[config.mk]
export PLATFORM = sky130hd
export DESIGN_NAME = router_fifo
export DESIGN_NICKNAME = d
export VERILOG_FILES = /design/src/rtl/router_fifo.sv
export SDC_FILE = /design/constraint.sdc
export NUM_CORES = 1
export LEC_CHECK = 0
export ABC_CLOCK_PERIOD_IN_PS = 5820
export CORE_MARGIN = 3
export CORE_UTILIZATION = 35
export DETAILED_ROUTE_END_ITERATION = 10
export SETUP_SLACK_MARGIN = 0.2
export SLEW_MARGIN = 20
export SYNTH_ARGS = -nofsm -noshare
export SYNTH_HDL_FRONTEND = slang
export SYNTH_SLANG_ARGS = --single-unit
export TNS_END_PERCENT = 5
[constraint.sdc]
create_clock -name clock -period 5.82 [get_ports clock]
set_clock_uncertainty 0.05 [all_clocks]
set_input_delay 1.164 -clock clock [delete_from_list [all_inputs] [get_ports clock]]
set_output_delay 1.164 -clock clock [all_outputs]
set_load 0.05 [all_outputs]
[src/rtl/router_fifo.sv]
// router_fifo: per-destination output buffer of the 1x3 router.
// Stores header-tagged bytes and tracks how much of the current packet remains to drain.
`default_nettype none

module router_fifo #(
    parameter int DEPTH  = 16,
    parameter int ADDR_W = 4,
    parameter int WIDTH  = 8
) (
    input  logic             clock,
    input  logic             reset,
    input  logic             soft_reset,
    input  logic             write_enb,
    input  logic             read_enb,
    input  logic             lfd_state,
    input  logic [WIDTH-1:0] data_in,
    output logic [WIDTH-1:0] data_out,
    output logic             data_out_valid,
    output logic             full,
    output logic             empty,
    output logic             pkt_active
);

    localparam logic [ADDR_W:0] PTR_ONE = {{ADDR_W{1'b0}}, 1'b1};

    logic [WIDTH:0]   mem_q [DEPTH];
    logic [ADDR_W:0]  wr_ptr_q, wr_ptr_d;
    logic [ADDR_W:0]  rd_ptr_q, rd_ptr_d;
    logic [6:0]       pkt_count_q, pkt_count_d;
    logic [WIDTH-1:0] data_out_q, data_out_d;
    logic             data_out_valid_q, data_out_valid_d;

    logic             wr_accept;
    logic             rd_accept;
    logic [WIDTH:0]   rd_word;

    assign empty = (wr_ptr_q == rd_ptr_q);
    assign full  = (wr_ptr_q[ADDR_W] != rd_ptr_q[ADDR_W]) &&
                   (wr_ptr_q[ADDR_W-1:0] == rd_ptr_q[ADDR_W-1:0]);

    assign wr_accept = write_enb && !full && !soft_reset;
    assign rd_accept = read_enb && !empty && !soft_reset;
    assign rd_word   = mem_q[rd_ptr_q[ADDR_W-1:0]];

    // No reset on the array so it can map onto RAM; stale words are unreachable after a flush.
    always_ff @(posedge clock) begin
        if (wr_accept) begin
            mem_q[wr_ptr_q[ADDR_W-1:0]] <= {lfd_state, data_in};
        end
    end

    always_comb begin
        wr_ptr_d         = wr_ptr_q;
        rd_ptr_d         = rd_ptr_q;
        pkt_count_d      = pkt_count_q;
        data_out_d       = data_out_q;
        data_out_valid_d = 1'b0;
        if (soft_reset) begin
            wr_ptr_d    = '0;
            rd_ptr_d    = '0;
            pkt_count_d = '0;
            data_out_d  = '0;
        end else begin
            if (wr_accept) begin
                wr_ptr_d = wr_ptr_q + PTR_ONE;
            end
            if (rd_accept) begin
                rd_ptr_d         = rd_ptr_q + PTR_ONE;
                data_out_d       = rd_word[WIDTH-1:0];
                data_out_valid_d = 1'b1;
                // Header carries payload length in [7:2]; +1 accounts for the parity byte.
                if (rd_word[WIDTH]) begin
                    pkt_count_d = {1'b0, rd_word[7:2]} + 7'd1;
                end else if (pkt_count_q != 7'd0) begin
                    pkt_count_d = pkt_count_q - 7'd1;
                end
            end
        end
    end

    always_ff @(posedge clock or posedge reset) begin
        if (reset) begin
            wr_ptr_q         <= '0;
            rd_ptr_q         <= '0;
            pkt_count_q      <= '0;
            data_out_q       <= '0;
            data_out_valid_q <= 1'b0;
        end else begin
            wr_ptr_q         <= wr_ptr_d;
            rd_ptr_q         <= rd_ptr_d;
            pkt_count_q      <= pkt_count_d;
            data_out_q       <= data_out_d;
            data_out_valid_q <= data_out_valid_d;
        end
    end

    assign data_out       = data_out_q;
    assign data_out_valid = data_out_valid_q;
    assign pkt_active     = (pkt_count_q != 7'd0);

endmodule

`default_nettype wire
==> flow_summary.yaml, run 1 <==
cts:
  clk_root_buffer_cell: "clkbuf_16"
  cts.clk_slew.worst_paths_ns: 0.07
  cts-resized-gates: 0
  cts_tree: "built"
  post_cts_buffers: 0
  clock-sinks: 170
  cts_inserted_buffers: 17
  postCtsHoldBufs: 0
  cts_max_level: 4
  insertion_delay_ns: 0.42
  cts_max_path_buffers: 2
critical_path:
  cp.required_ns: 4.61
  worstSetupPathType: "reg -> out"
  end_kind: "output pin"
  start_kind: "register"
  rrSetupSlack_ns: 2.47
  path_max_fanout: 17
  arrival_ns: 2.72
floorplanning:
  initial_core_util_pct: 36.1
  die_x_um: 148
  dieHeight_um: 148
  num_rows: 51
  dieArea_mm2: 0.0220
  pin_count: 26
  core_area_mm2: 0.0197
place:
  dp_hpwl_mm: 9.54
  numPortBuffers: 25
  gp_congestion: 0.813
  placed_cell_area_mm2: 0.00759
  placedCellCount: 686
routing:
  wirelength_mm: 14.3
  drt-pass1-iter-count: 4
  dr_total_vias: 3624
  wl_per_cell_um: 19.9
  ant_nets: 0
  routed_via_density: 5.05
  remaining_drc_errors: 0
  drt_iter0_drc: 335
global_routing:
  track_usage_pct: 13.5
  grt_first_pass_wirelength_mm: 22.2
  grt_max_degree: 42
  gr-total-overflow: 0
  antenna_found_initial: 0
  grt_pass1_vias: 3641
min_path:
  min_path_type: "reg -> reg"
synth:
  synth_nets: 432
  synth.avg_cell_area_um2: 17.3
  synth.top_cells.by_count: "edfxtp_1 (144), nand2_1 (36), nor2_1 (33)"
  synth-edff-count: 144
  synth_most_common_cell: "edfxtp_1"
  synthTopCellsByArea: "edfxtp_1 (61%), dfrtp_1 (9.2%), mux4_2 (7.3%)"
  yosysWarningCount: 0
  ys_types: 41
  async_reset_ff_share_pct: 15.3
  synth_area_mm2: 0.00709
  yosys.area.top_type_share_pct: 61.0
  yosys.area.top_type: "edfxtp_1"
  yosysSeqAreaShare_pct: 70.1
  synthFlopType: "edfxtp_1"
  synth_cells: 411
  synth_seq_cells: 170
sta:
  hold_viol: 0
  setup_tns_ns: 0
  fmax_ghz: 0.254
  slew_headroom_pct: 32.5
  min_period_ns: 3.94
  drv_slew: 0
  final-setup-viol-count: 0
  rsz0062_at_grt: "false"
  tightest_slew_ns: 1.01
  fin_crit_sh_pct: 67.6
pwr:
  p_per_area_mw_per_mm2: 361
  p_seq_share_pct: 47.3
  power_frac_comb_pct: 18.0
  peakVddDrop_mv: 0.190
  power.total_uw: 2940
  intPower_uw: 2120
  power.leakage_uw: 0.00267
  p_sw_uw: 815
  switching_share_pct: 27.7
  clkPwrFrac_pct: 34.8
cells_and_area:
  antenna_cells: 0
  fin_util_pct: 41.4
  syn2layout_area_growth_pct: 14.6
  fin_nets: 461
  fill_cells: 1795
  layout-drive-gt1-share_pct: 15.2
  fin_area_mm2: 0.00813
  stdcell_count: 718
run:
  cap_violations: 0
status:
  outcome: "completed"
-- worst paths after layout --
| kind | startpoint | to | depth (start not counted) |
|---|---|---|---|
| setup / recovery | rd_ptr_q[2]$_DFFE_PP0P_ | full | 5 |
| hold / removal | data_out[7]$_DFFE_PP0P_ | data_out[7]$_DFFE_PP0P_ | 2 |
| setup reg to reg | rd_ptr_q[0]$_DFFE_PP0P_ | pkt_count_q[2]$_DFFE_PP0P_ | 10 |
| hold reg to reg | data_out[7]$_DFFE_PP0P_ | data_out[7]$_DFFE_PP0P_ | 2 |
| max in group asynchronous | reset | rd_ptr_q[0]$_DFFE_PP0P_ | 2 |
| min in group asynchronous | reset | data_out[7]$_DFFE_PP0P_ | 2 |
-- through the flow --
step,worst slack [ns],hold slack (ns)
6_report,1.88,0.471
5_1_grt,1.72,0.499
4_1_cts,1.86,0.475
3_5_place_dp,1.77,0.462
3_3_place_gp,1.90,0.452
2_1_floorplan,3.06,0.423
-- metal layers --
layer	up-vias	share of wire (%)	global-route usage, %	wire length [µm]
met2	100	47	20.3	6720
met5	-	0	0	0
met3	10	5.4	3.60	775
li1	1660	-	-	-
met1	1854	47	20.0	6730
met4	0	0.47	3.09	67
-- power by group through the flow --
stage | Combinational (µW) | Clock, µW | Sequential (µW)
6_report | 528 | 1020 | 1390
5_1_grt | 571 | 1110 | 1390
4_1_cts | 531 | 1040 | 1390
3_5_place_dp | 529 | 0 | 1420
3_3_place_gp | 525 | 0 | 1410
2_1_floorplan | 374 | 0 | 1430
-- registers in the layout, summed over array words and instances, names as in the netlist --
name / count
mem_q: 144
data_out: 8
pkt_count_q: 7
rd_ptr_q: 5
wr_ptr_q: 5
data_out_valid: 1
-- layout by cell type (no fill, tap or decap), types with 2 or more instances in the layout --
cell type,instances
a22oi_1,8
a21oi_1,13
nor3_1,6
inv_6,7
nor3b_1,2
mux2i_1,6
clkdlybuf4s50_1,24
nand3_1,4
nand2b_1,4
mux4_2,23
nand4_1,4
clkbuf_16,17
a22oi_2,2
inv_1,7
and3_1,2
and2_1,2
nor2b_1,4
dfrtp_1,25
nor2_1,33
xnor2_1,9
buf_4,8
xor2_1,9
ha_1,7
o21ai_0,4
a2bb2oi_1,2
mux4_1,15
nand2_1,36
edfxtp_1,144
o22ai_1,3
clkinvlp_4,3
-- final cells by class --
type	instances	area, µm²	share of cell area, %
multi-input combinational	211	1950	24.0
clock buffer	18	429	5.28
inverter	7	26.3	0.323
clock inverter	14	109	1.34
timing repair buffer	33	305	3.76
sequential	170	4980	61.2
tap	265	332	4.08
-- kinds of logic (layout without fill, tap and decap cells) --
logic type	count (synthesis)	count (layout)	share of synthesized area, %
DFF	170	170	70.1
muxes	44	44	13.7
buffers and inverters	30	72	2.36
AOI/OAI and AO/OA	41	41	3.93
adders and majority gates	7	7	1.23
xor gates and xnor gates	18	18	2.22
and+or+nand+nor	101	101	6.39
-- critical path, stage by stage (launching register included) --
cell,delay (ns)
dfrtp_1,0.83
xnor2_1,0.19
nand4_1,0.19
nand2b_1,0.23
inv_1,0.06
clkdlybuf4s50_1,0.79
Note: power is estimated with default switching activity, not from simulation.
==> inputs of run 2 (changes only) <==
--- a/config.mk
+++ b/config.mk
@@ -5,7 +5,7 @@
 export SDC_FILE = /design/constraint.sdc
 export NUM_CORES = 1
 export LEC_CHECK = 0
-export ABC_CLOCK_PERIOD_IN_PS = 5820
+export ABC_CLOCK_PERIOD_IN_PS = 3700
 export CORE_MARGIN = 3
 export CORE_UTILIZATION = 35
 export DETAILED_ROUTE_END_ITERATION = 10
==> constraint.sdc (replaced) <==
create_clock -name clock -period 3.7 [get_ports clock]
set_clock_uncertainty 0.05 [all_clocks]
set_input_delay 0.74 -clock clock [delete_from_list [all_inputs] [get_ports clock]]
set_output_delay 0.74 -clock clock [all_outputs]
set_load 0.05 [all_outputs]
==> flow_summary.yaml, run 2 (synthesis results as in run 1) <==
status:
  outcome: "completed"
routing:
  drt_iter0_drc: 268
  routed_via_density: 5.02
  wl_per_cell_um: 20.0
  wirelength_mm: 14.7
  remaining_drc_errors: 0
  drt-pass1-iter-count: 4
  dr_total_vias: 3679
  ant_nets: 0
place:
  placed_cell_area_mm2: 0.00772
  numPortBuffers: 25
  dp_slack_ns: 0.759
  gp_congestion: 0.734
  dp_hpwl_mm: 9.23
cts:
  cts_tree: "built"
  insertion_delay_ns: 0.43
  post_cts_buffers: 0
  clk_root_buffer_cell: "clkbuf_16"
  cts_inserted_buffers: 17
  cts_max_path_buffers: 2
  cts.clk_slew.worst_paths_ns: 0.06
  clock-sinks: 170
  postCtsHoldBufs: 0
  cts_max_level: 4
floorplanning:
  initial_core_util_pct: 36.1
  die_x_um: 148
  num_rows: 51
  dieHeight_um: 148
  pin_count: 26
  dieArea_mm2: 0.0220
  core_area_mm2: 0.0197
critical_path:
  start_kind: "register"
  crit_chain: "inv_1, ha_1, nor3b_1, nand2b_1, or3_1, dlymetal6s2s_1"
  rrSetupSlack_ns: 0.88
  worstSetupPathType: "reg -> out"
  arrival_ns: 2.26
  reg2reg_depth: 7
  slowest_stage: "or3_1"
  cpPeakStageDelay_ns: 0.43
  cp.required_ns: 2.91
  end_kind: "output pin"
  worst_path_dominant_cell_family: "simple AND/OR/NAND/NOR gates"
  worstReg2RegEnd: "pkt_count_q[0]$_DFFE_PP0P_"
  path_max_fanout: 7
  path_buf_inv: 2
  reg2reg_from: "rd_ptr_q[0]$_DFFE_PP0P_"
cells_and_area:
  antenna_cells: 0
  largest_reg_flops: 144
  final_cell_mix: "edfxtp_1 (144), nand2_1 (36), nor2_1 (33), dfrtp_1 (25), buf_4 (25)"
  layout_commonest_cell: "edfxtp_1"
  regArea_mm2: 0.00498
  fin_area_mm2: 0.00827
  multi_input_area_mm2: 0.00195
  fin_nets: 477
  fill_cells: 1779
  layout-drive-gt1-share_pct: 17.9
  syn2layout_area_growth_pct: 16.7
pwr:
  power.leakage_uw: 0.00278
  power.total_uw: 4650
  p_per_area_mw_per_mm2: 562
  peakVddDrop_mv: 0.304
min_path:
  min_path_type: "reg -> reg"
  min_delay_worst_endpoint: "data_out[6]$_DFFE_PP0P_"
  holdCritStartpoint: "data_out[6]$_DFFE_PP0P_"
  min_path_cells: 2
sta:
  fin_crit_sh_pct: 82.5
  min_period_ns: 3.05
  fin_ws_ns: 0.649
  rsz0062_at_grt: "false"
  hold_slack_ns: 0.472
  hold_viol: 0
  final-setup-viol-count: 0
  slew_headroom_pct: 48.7
  drv_slew: 0
  tightest_slew_ns: 0.769
  setup_tns_ns: 0
  fmax_ghz: 0.328
global_routing:
  grt_pass1_vias: 3835
  track_usage_pct: 14.2
  grt_max_degree: 29
  gr-total-overflow: 0
  grt_first_pass_wirelength_mm: 22.7
  antenna_found_initial: 0
run:
  cap_violations: 0
[run 2: how the worst max path moves through the flow]
stage	from	endpoint	slack, ns	cells past startpoint
finish	pkt_count_q[0]$_DFFE_PP0P_	pkt_active	0.65	6
global route	rd_ptr_q[0]$_DFFE_PP0P_	full	0.51	6
CTS	pkt_count_q[0]$_DFFE_PP0P_	pkt_active	0.26	6
detailed placement	pkt_count_q[0]$_DFFE_PP0P_	pkt_active	0.76	6
global placement	pkt_count_q[0]$_DFFE_PP0P_	pkt_active	0.80	6
floorplan	rd_ptr_q[0]$_DFFE_PP0P_	mem_q[7][0]$_DFFE_PP_	1.24	8
[run 2: power by group]
part / leakage (µW) / switching [µW] / total [µW] / internal (µW)
combinational: 0.000865 / 464 / 819 / 355
clock: 0.000264 / 715 / 1640 / 922
sequential: 0.00165 / 64.6 / 2190 / 2130
total: 0.00278 / 1240 / 4650 / 3400
[run 2: area by class of cell]
class	instances	area share (%)
flip-flops and latches	170	60.1
well taps	265	4.01
clock buffers	17	5.14
multi-input cells	211	23.6
clock inverters	14	1.51
repair buffers	49	5.32
inverters	7	0.318
[run 2: layer usage]
metal,global-route usage [%],routed length [µm],vias to the layer above
li1,-,-,1689
met1,19.7,6440,1875
met4,4.67,192,0
met3,4.17,903,14
met2,21.8,7130,101
met5,0,0,-
[run 2: worst register-to-register path, cell delays in order (launching register included)]
cell	delay [ns]
dfrtp_2	0.71
buf_4	0.31
mux4_1	0.61
a22oi_2	0.33
nand2_2	0.22
a2bb2oi_1	0.21
a2bb2oi_1	0.18
nor2_1	0.07
[run 2: stage by stage]
| stage | utilization (%) | cells |
|---|---|---|
| final | 42.1 | 733 |
| after global routing | 42.1 | 733 |
| after CTS | 42.1 | 733 |
| after detailed placement | 39.3 | 702 |
| after global placement | 39.3 | 702 |
| after floorplan | - | 411 |
[run 2: what timing repair did]
| action | CTS | global route |
|---|---|---|
| endpoints found under the setup margin | 0 | 1 |
| gates resized for setup | 0 | 1 |
| hold endpoints to repair | 0 | 0 |
==> inputs of run 3 (changes only) <==
--- a/config.mk
+++ b/config.mk
@@ -5,7 +5,7 @@
 export SDC_FILE = /design/constraint.sdc
 export NUM_CORES = 1
 export LEC_CHECK = 0
-export ABC_CLOCK_PERIOD_IN_PS = 3700
+export ABC_CLOCK_PERIOD_IN_PS = 3200
 export CORE_MARGIN = 3
 export CORE_UTILIZATION = 35
 export DETAILED_ROUTE_END_ITERATION = 10
==> constraint.sdc (replaced) <==
create_clock -name clock -period 3.2 [get_ports clock]
set_clock_uncertainty 0.05 [all_clocks]
set_input_delay 0.64 -clock clock [delete_from_list [all_inputs] [get_ports clock]]
set_output_delay 0.64 -clock clock [all_outputs]
set_load 0.05 [all_outputs]
==> flow_summary.yaml, run 3 (synthesis results as in run 1) <==
critical_path:
  path_buf_inv: 2
  reg2reg_from: "rd_ptr_q[0]$_DFFE_PP0P_"
  worst-path-stages: 6
  crit_chain: "inv_1, ha_1, nor3b_1, nand2b_1, or3_1, buf_2"
  arrival_ns: 2.15
  path_max_fanout: 7
  cp.required_ns: 2.51
  slowest_stage: "or3_1"
  end_kind: "output pin"
  rrSetupSlack_ns: 0.52
  worst_path_dominant_cell_family: "simple AND/OR/NAND/NOR gates"
  setup.worst_path.end: "pkt_active"
  worstReg2RegEnd: "pkt_count_q[6]$_DFFE_PP0P_"
  start_kind: "register"
  cpPeakStageDelay_ns: 0.44
  worstSetupPathType: "reg -> out"
  reg2reg_depth: 8
  critPathLaunch: "pkt_count_q[0]$_DFFE_PP0P_"
sta:
  fin_ws_ns: 0.358
  setup_tns_ns: 0
  drv_slew: 0
  final-setup-viol-count: 0
  fin_crit_sh_pct: 88.8
  fmax_ghz: 0.352
  hold_viol: 0
  min_period_ns: 2.84
  slew_headroom_pct: 41.6
  tightest_slew_ns: 0.874
  rsz0062_at_grt: "false"
  hold_slack_ns: 0.474
cts:
  cts-resized-gates: 3
  postCtsHoldBufs: 0
  clock-sinks: 170
  cts_tree: "built"
  cts_max_level: 4
  cts_max_path_buffers: 2
  cts_inserted_buffers: 17
  insertion_delay_ns: 0.42
  cts.clk_slew.worst_paths_ns: 0.06
  post_cts_buffers: 0
  clk_root_buffer_cell: "clkbuf_16"
global_routing:
  grt_pass1_vias: 3721
  gr-usage-met1_pct: 19.7
  met2_usage_pct: 22.4
  grt-busiest-layer: "met2"
  grt_max_degree: 29
  antenna_found_initial: 0
  gr-total-overflow: 0
  grt_first_pass_wirelength_mm: 22.7
  grt_use_met3_pct: 3.99
  track_usage_pct: 14.2
routing:
  drt-pass1-iter-count: 4
  wl_per_cell_um: 20.2
  routed_via_density: 5.12
  ant_nets: 0
  drt_iter0_drc: 261
  remaining_drc_errors: 0
  dr_total_vias: 3781
  wirelength_mm: 14.9
place:
  gp_congestion: 0.794
  numPortBuffers: 25
  dp_hpwl_mm: 9.38
  dp_slack_ns: 0.333
  placed_cell_area_mm2: 0.00779
min_path:
  min_path_cells: 2
  holdCritStartpoint: "data_out[0]$_DFFE_PP0P_"
  min_path_type: "reg -> reg"
cells_and_area:
  largest_reg_flops: 144
  fin_nets: 481
  layout-drive-gt1-share_pct: 18.6
  syn2layout_area_growth_pct: 18.2
  fin_area_mm2: 0.00838
  layout_commonest_cell: "edfxtp_1"
  final_cell_mix: "edfxtp_1 (144), nand2_1 (36), nor2_1 (33), buf_4 (26), dfrtp_1 (25)"
  antenna_cells: 0
floorplanning:
  pin_count: 26
  core_area_mm2: 0.0197
  dieHeight_um: 148
  initial_core_util_pct: 36.1
  dieArea_mm2: 0.0220
  die_x_um: 148
  num_rows: 51
pwr:
  power.leakage_uw: 0.00283
  peakVddDrop_mv: 0.314
  p_per_area_mw_per_mm2: 664
  power.total_uw: 5570
status:
  outcome: "completed"
run:
  cap_violations: 0
[run 3: cell count changes in the layout (fill, tap and decap cells not counted)]
cell / delta
buf_12: +3
buf_2: +1
buf_4: +1
bufinv_16: +2
clkbuf_1: +1
clkinv_4: -1
clkinvlp_4: -2
dlymetal6s2s_1: -1
inv_1: +1
inv_2: -1
inv_6: +1
[run 3: worst min-delay path by stage]
| stage | endpoint | slack [ns] |
|---|---|---|
| 3_3_place_gp | data_out[7]$_DFFE_PP0P_ | 0.46 |
| 4_1_cts | data_out[0]$_DFFE_PP0P_ | 0.47 |
| 6_report | data_out[0]$_DFFE_PP0P_ | 0.47 |
| 2_1_floorplan | pkt_count_q[6]$_DFFE_PP0P_ | 0.42 |
| 5_1_grt | data_out[7]$_DFFE_PP0P_ | 0.50 |
| 3_5_place_dp | pkt_count_q[6]$_DFFE_PP0P_ | 0.46 |
[run 3: report_power, final]
group / switching [µW] / internal (µW) / total, µW
Sequential: 61.6 / 2460 / 2520
Combinational: 566 / 430 / 996
Clock: 816 / 1230 / 2050
[run 3: area by class of cell]
class | instances | area [µm²]
clock buffers | 18 | 429
clock inverters | 14 | 170
fillers | 1782 | 11300
inverters | 7 | 26.3
multi-input cells | 211 | 1950
flip-flops and latches | 170 | 4980
well taps | 265 | 332
repair buffers | 53 | 500
[run 3: per-stage QoR]
stage | utilization [%] | instances
4_1_cts | 42.7 | 738
6_report | 42.7 | 738
3_5_place_dp | 39.6 | 706
2_1_floorplan | - | 411
5_1_grt | 42.7 | 738
3_3_place_gp | 39.6 | 706
[run 3: metal layers]
layer,share of wire [%],wire length [µm]
met5,0,0
met4,0.59,88
met3,5.1,756
met2,48,7230
met1,46,6840
[run 3: worst min-delay path, cell delays in order (launching register included)]
cell and delay (ns):
dfrtp_1 0.38, nand2_1 0.06, a21oi_1 0.05
